[config.mk]
export PLATFORM = sky130hd
export DESIGN_NAME = clock_set_ctrl
export DESIGN_NICKNAME = d
export VERILOG_FILES = /design/src/rtl/clock_set_ctrl.sv
export SDC_FILE = /design/constraint.sdc
export NUM_CORES = 1
export LEC_CHECK = 0
export ABC_AREA = 1
export BUFFER_PORTS_ARGS = -buffer_cell sky130_fd_sc_hd__buf_2
export CORE_ASPECT_RATIO = 0.5
export CORE_MARGIN = 2
export CORE_UTILIZATION = 24
export DETAILED_ROUTE_END_ITERATION = 8
export PLACE_DENSITY = 0.46
export SYNTH_ARGS = -nofsm -noshare
export SYNTH_HDL_FRONTEND = slang
export SYNTH_SLANG_ARGS = --single-unit
export TNS_END_PERCENT = 5
[constraint.sdc]
create_clock -name clk -period 2.45 [get_ports clk]
set_input_delay 0 -clock clk [delete_from_list [all_inputs] [get_ports clk]]
set_output_delay 0 -clock clk [all_outputs]
set_load 0.1 [all_outputs]
[src/rtl/clock_set_ctrl.sv]
// Button-driven time-setting controller: run/set-hour/set-minute mode FSM,
// increment pulses with auto-repeat, idle timeout and alarm-enable toggle.
module clock_set_ctrl #(
    parameter int unsigned REPEAT_DLY  = 8,
    parameter int unsigned REPEAT_RATE = 2,
    parameter int unsigned TIMEOUT     = 16
) (
    input  logic       clk,
    input  logic       reset,
    input  logic       tick,
    input  logic       btn_mode,
    input  logic       btn_inc,
    input  logic       btn_alarm,
    input  logic       alarm_q,
    output logic [1:0] mode,
    output logic       run_en,
    output logic       blink,
    output logic       inc_hr,
    output logic       inc_min,
    output logic       alarm_s,
    output logic       alarm_r
);

    localparam int unsigned CNT_W = 8;
    localparam logic [CNT_W-1:0] DLY_LAST  = CNT_W'(REPEAT_DLY);
    localparam logic [CNT_W-1:0] DLY_RELD  = CNT_W'(REPEAT_DLY - REPEAT_RATE);
    localparam logic [CNT_W-1:0] IDLE_LAST = CNT_W'(TIMEOUT - 1);

    typedef enum logic [1:0] {
        RUN     = 2'b00,
        SET_HR  = 2'b01,
        SET_MIN = 2'b10
    } state_t;

    state_t           state;
    state_t           state_nxt_c;
    logic             prev_mode;
    logic             prev_inc;
    logic             prev_alarm;
    logic [CNT_W-1:0] idle_cnt;
    logic [CNT_W-1:0] hold_cnt;

    logic mode_edge_c;
    logic inc_edge_c;
    logic alarm_edge_c;

    assign mode_edge_c  = btn_mode & ~prev_mode;
    assign inc_edge_c   = btn_inc & ~prev_inc;
    assign alarm_edge_c = btn_alarm & ~prev_alarm;

    assign mode = state;

    // Mode sequence advanced by a btn_mode edge.
    always_comb begin
        state_nxt_c = RUN;
        case (state)
            RUN:     state_nxt_c = SET_HR;
            SET_HR:  state_nxt_c = SET_MIN;
            default: state_nxt_c = RUN;
        endcase
    end

    always_ff @(posedge clk or posedge reset) begin
        if (reset) begin
            state      <= RUN;
            run_en     <= 1'b1;
            blink      <= 1'b0;
            inc_hr     <= 1'b0;
            inc_min    <= 1'b0;
            alarm_s    <= 1'b0;
            alarm_r    <= 1'b0;
            prev_mode  <= 1'b1;
            prev_inc   <= 1'b1;
            prev_alarm <= 1'b1;
            idle_cnt   <= '0;
            hold_cnt   <= '0;
        end else begin
            prev_mode  <= btn_mode;
            prev_inc   <= btn_inc;
            prev_alarm <= btn_alarm;
            inc_hr     <= 1'b0;
            inc_min    <= 1'b0;
            alarm_s    <= alarm_edge_c & ~alarm_q;
            alarm_r    <= alarm_edge_c & alarm_q;

            if (mode_edge_c) begin
                // Mode edge takes priority over any same-cycle increment.
                state    <= state_nxt_c;
                run_en   <= (state_nxt_c == RUN);
                blink    <= (state_nxt_c != RUN);
                idle_cnt <= '0;
                hold_cnt <= '0;
            end else if (state == RUN) begin
                blink    <= 1'b0;
                idle_cnt <= '0;
                hold_cnt <= '0;
            end else if (inc_edge_c) begin
                inc_hr   <= (state == SET_HR);
                inc_min  <= (state == SET_MIN);
                idle_cnt <= '0;
                hold_cnt <= '0;
                if (tick) begin
                    blink <= ~blink;
                end
            end else begin
                if (tick) begin
                    blink <= ~blink;
                end

                // Auto-repeat while held; reload keeps later pulses REPEAT_RATE apart.
                if (!btn_inc) begin
                    hold_cnt <= '0;
                end else if (tick) begin
                    if (hold_cnt + CNT_W'(1) == DLY_LAST) begin
                        inc_hr   <= (state == SET_HR);
                        inc_min  <= (state == SET_MIN);
                        hold_cnt <= DLY_RELD;
                    end else begin
                        hold_cnt <= hold_cnt + CNT_W'(1);
                    end
                end

                if (tick && !btn_inc) begin
                    if (idle_cnt == IDLE_LAST) begin
                        state    <= RUN;
                        run_en   <= 1'b1;
                        blink    <= 1'b0;
                        idle_cnt <= '0;
                        hold_cnt <= '0;
                    end else begin
                        idle_cnt <= idle_cnt + CNT_W'(1);
                    end
                end
            end
        end
    end

endmodule

==> key figures <==
Synthesis
  – Post-synth EDFFs: 0
  – Area of the mapped netlist: 1480 sq um
  – Most common cell in the synthesized netlist: nand2_1
  – Ys Warns: 0
  – Synthesized Nets: 196
  – Top_reg_cell synth: dfrtp_1
  – Syn_area_per_cell: around 8.0 sq um
  – Proportion of synthesized chip area in sequential cells: 46.0%
  – Async S/R FF share, synth: 100%
  – Dominant cell type by area after synthesis: dfrtp_1
  – Cell count after synthesis: 186
  – Leading post-synthesis cells by cell area: dfrtp_1 (39%), nand2_1 (8.4%), dfstp_2 (7.1%), inv_1 (7.1%), o21ai_0 (5.1%)
  – Proportion of netlist area held by the largest area contributor: around 39%
  – Synth Register Bits: 27
  – Post-synth top cells: nand2_1 (33), inv_1 (28), dfrtp_1 (23)
  – Post-synthesis cell type count: 26

Clocking
  – Sinks on Clock Net: 27
  – Clock transition at the register clock pins on the worst setup and hold paths after CTS: 70 ps
  – Clock buffer count from CTS: 3
  – Number of buffers between clock root and the deepest sink: 2
  – CTS tree: done
  – Buffer cell driving the clock tree root: clkbuf_16
  – Later-pin clock latency in the skew report: 260 ps
  – Max H-tree Level: 1

Timing
  – Final Setup Violations: 0
  – Final worst path period need: 1570 ps
  – Sum of negative setup slack: 0 ps
  – Measured slew at the worst slew-check pin: 485 ps
  – Final period utilization: 64.2%
  – Fmax: approximately 0.64 GHz
  – Final clock skew: 4.91 ps
  – Slew margin rel.: approximately two thirds
  – Setup slack after layout: 877 ps
  – Final slew viol count: 0
  – Setup repair after global routing missed its margin: no
  – Number of hold violations in the final report: 0

Drt
  – Pre-antenna DRT Iters: 4
  – Initial drt markers: 50
  – Via-to-Cell Ratio: 4.20
  – Post-route DRC: 0
  – Wire length per cell after detailed routing: 10.4 um
  – Total wirelength of the detailed-routed design: roughly 3 mm
  – Residual antenna-violating net count after detailed routing: 0
  – Detailed-route via count: roughly 1200

Global routing
  – Via count of the first global-routing pass: between 1000 and 1500
  – Wire length of the first global-routing pass: slightly above 5 mm
  – Remaining Overflow, GRT: 0
  – Initial antenna violation count: 0
  – Pin count of the biggest net entering global routing: 28
  – Total track usage: 9.53%

Floorplanning
  – Die height: approximately 60 um
  – Chip width: 115 um
  – Top-level I/O count: 15
  – Starting utilization of the core area: between 20% and 30%
  – Die area: about 6800 sq um
  – Core region area: 6010 sq um
  – Cell Rows: 20

Flow run
  – Max Cap Violations: 0

Worst setup path
  – Cells along the critical path: ha_1 > nand2_1 > inv_2 > nor2_1 > nor2_1 > nand3_1 > nor2_4 > nand2_2 > nand2_1 > a21oi_1
  – Type of destination of the critical path: register
  – Type of the worst setup path: reg -> reg
  – Number of buffers and inverters on the critical path: 1
  – Arrival time worst endpoint: 1720 ps
  – Crit-path max cell delay: roughly 440 ps
  – Cell type group with the largest total delay on the critical path: simple AND/OR/NAND/NOR gates
  – Startpoint kind of the worst setup timing path: register
  – Launching instance or port of the critical path: hold_cnt[0]
  – Critical Path RT: 2600 ps
  – Cell with the largest stage delay on the worst path: dfrtp_1
  – Highest fanout seen on the critical path: 6
  – Beginning of the worst register-to-register path: hold_cnt[0]

Power
  – Comb power frac: 31.6%
  – PwrDens: roughly 750 nW/um^2
  – Switching part of the total: 39.6%
  – Overall power: roughly 1.3 mW
  – Seq pwr share: 39.9%
  – Clock power share: 28.6%
  – Leakage: about 0.85 nW
  – Internal Pwr Total: roughly 0.80 mW
  – NetSw: 0.523 mW
  – Maximum VDD drop: 279 uV

Cells and area
  – Antenna cells: 0
  – Share of the core filled with cells: 29.5%
  – Post-synthesis to final-layout area growth: 19.6%
  – Post-layout nets: 219
  – Share of cells above drive strength 1: 21.6%
  – Filler-free cell count of the finished design: 285

Outcome
  – Result of the run: complete, no violations

Placement
  – Estimated wirelength of the detail-placed design: 2.19 mm
  – Placement Setup Slack: 886 ps
  – Routability congestion estimate: approximately 0.8
  – Cell Count Post-Placement: 276
  – Port bufs: 14

Worst hold path
  – Launch point of the worst hold path: tick
  – Hold WC Path Type: in -> reg
state kept, by name (all words and copies together) (netlist names):
name	cells
blink	1
inc_min	1
hold_cnt	8
alarm_s	1
run_en	1
mode	2
inc_hr	1
prev_inc	1
prev_mode	1
prev_alarm	1
idle_cnt	8
alarm_r	1
layout by cell type, fill, tap and decap left out, types with 2 or more instances in the layout:
| cell | n |
|---|---|
| nand2_1 | 33 |
| inv_1 | 28 |
| dfrtp_1 | 23 |
| nor2_1 | 17 |
| o21ai_0 | 15 |
| buf_2 | 14 |
| nand3_1 | 12 |
| a21oi_1 | 8 |
| inv_2 | 5 |
| nor2_4 | 5 |
| o21ai_1 | 5 |
| dlygate4sd3_1 | 5 |
| nor2_2 | 4 |
| nand2_2 | 4 |
| nand4_1 | 4 |
| a21oi_2 | 4 |
| dfstp_2 | 4 |
| ha_1 | 3 |
| clkbuf_16 | 3 |
| nor3_1 | 2 |
| o22ai_1 | 2 |
kinds of logic (layout without fill, tap and decap cells):
| family | count (synthesis) | count (layout) | share of synthesized area [%] |
|---|---|---|---|
| AO/OA/AOI/OAI | 35 | 35 | 13.2 |
| XOR/XNOR | 2 | 2 | 1.18 |
| adder cells (fa/ha/maj) | 3 | 3 | 2.54 |
| buffers and inverters | 35 | 57 | 9.21 |
| flip-flops | 27 | 27 | 46.0 |
| AND/OR/NAND/NOR | 84 | 84 | 27.9 |
layer usage:
metal | wire length (um) | GRT usage (%)
met2 | 1370 | 16.1
met3 | 82 | 2.76
met1 | 1490 | 11.8
met4 | 19 | 3.27
met5 | 0 | 0
power by group through the flow:
| stage | Combinational [mW] | Sequential (mW) | Clock, mW |
|---|---|---|---|
| 4_1_cts | 0.421 | 0.528 | 0.392 |
| 5_1_grt | 0.453 | 0.534 | 0.405 |
| 3_3_place_gp | 0.418 | 0.534 | 0 |
| 6_report | 0.417 | 0.527 | 0.377 |
| 2_1_floorplan | 0.156 | 0.718 | 0 |
| 3_5_place_dp | 0.415 | 0.535 | 0 |
area by class of cell:
cell class / instances / area, sq um
inverter: 33 / 124
sequential: 27 / 681
fill: 674 / 4240
multi-input combinational: 124 / 663
timing repair buffer: 20 / 128
clock buffer: 4 / 78.8
tap: 77 / 96.3
worst paths after layout:
kind	endpoint	cells past startpoint	slack, ps
worst min-delay path	hold_cnt[3]	2	40
max in group asynchronous	prev_inc	4	1790
worst max register to register	hold_cnt[0]	10	880
worst max-delay path	hold_cnt[0]	10	880
worst min register to register	idle_cnt[2]	1	540
min in group asynchronous	idle_cnt[7]	4	350
per-stage QoR:
stage	hold WS (ps)	instance area (sq um)
4_1_cts	42.2	1770
3_3_place_gp	84.4	1640
6_report	42.7	1770
3_5_place_dp	94.4	1640
5_1_grt	59.8	1770
2_1_floorplan	4.48	1480
repair_timing:
action | in CTS | in global routing
resized for setup | 0 | 0
hold buffers | 5 | 0
buffers inserted | 0 | 0
endpoints found under the setup margin | 0 | 0
hold endpoints to repair | 28 | 0
Power figures use the tool's default switching activity.
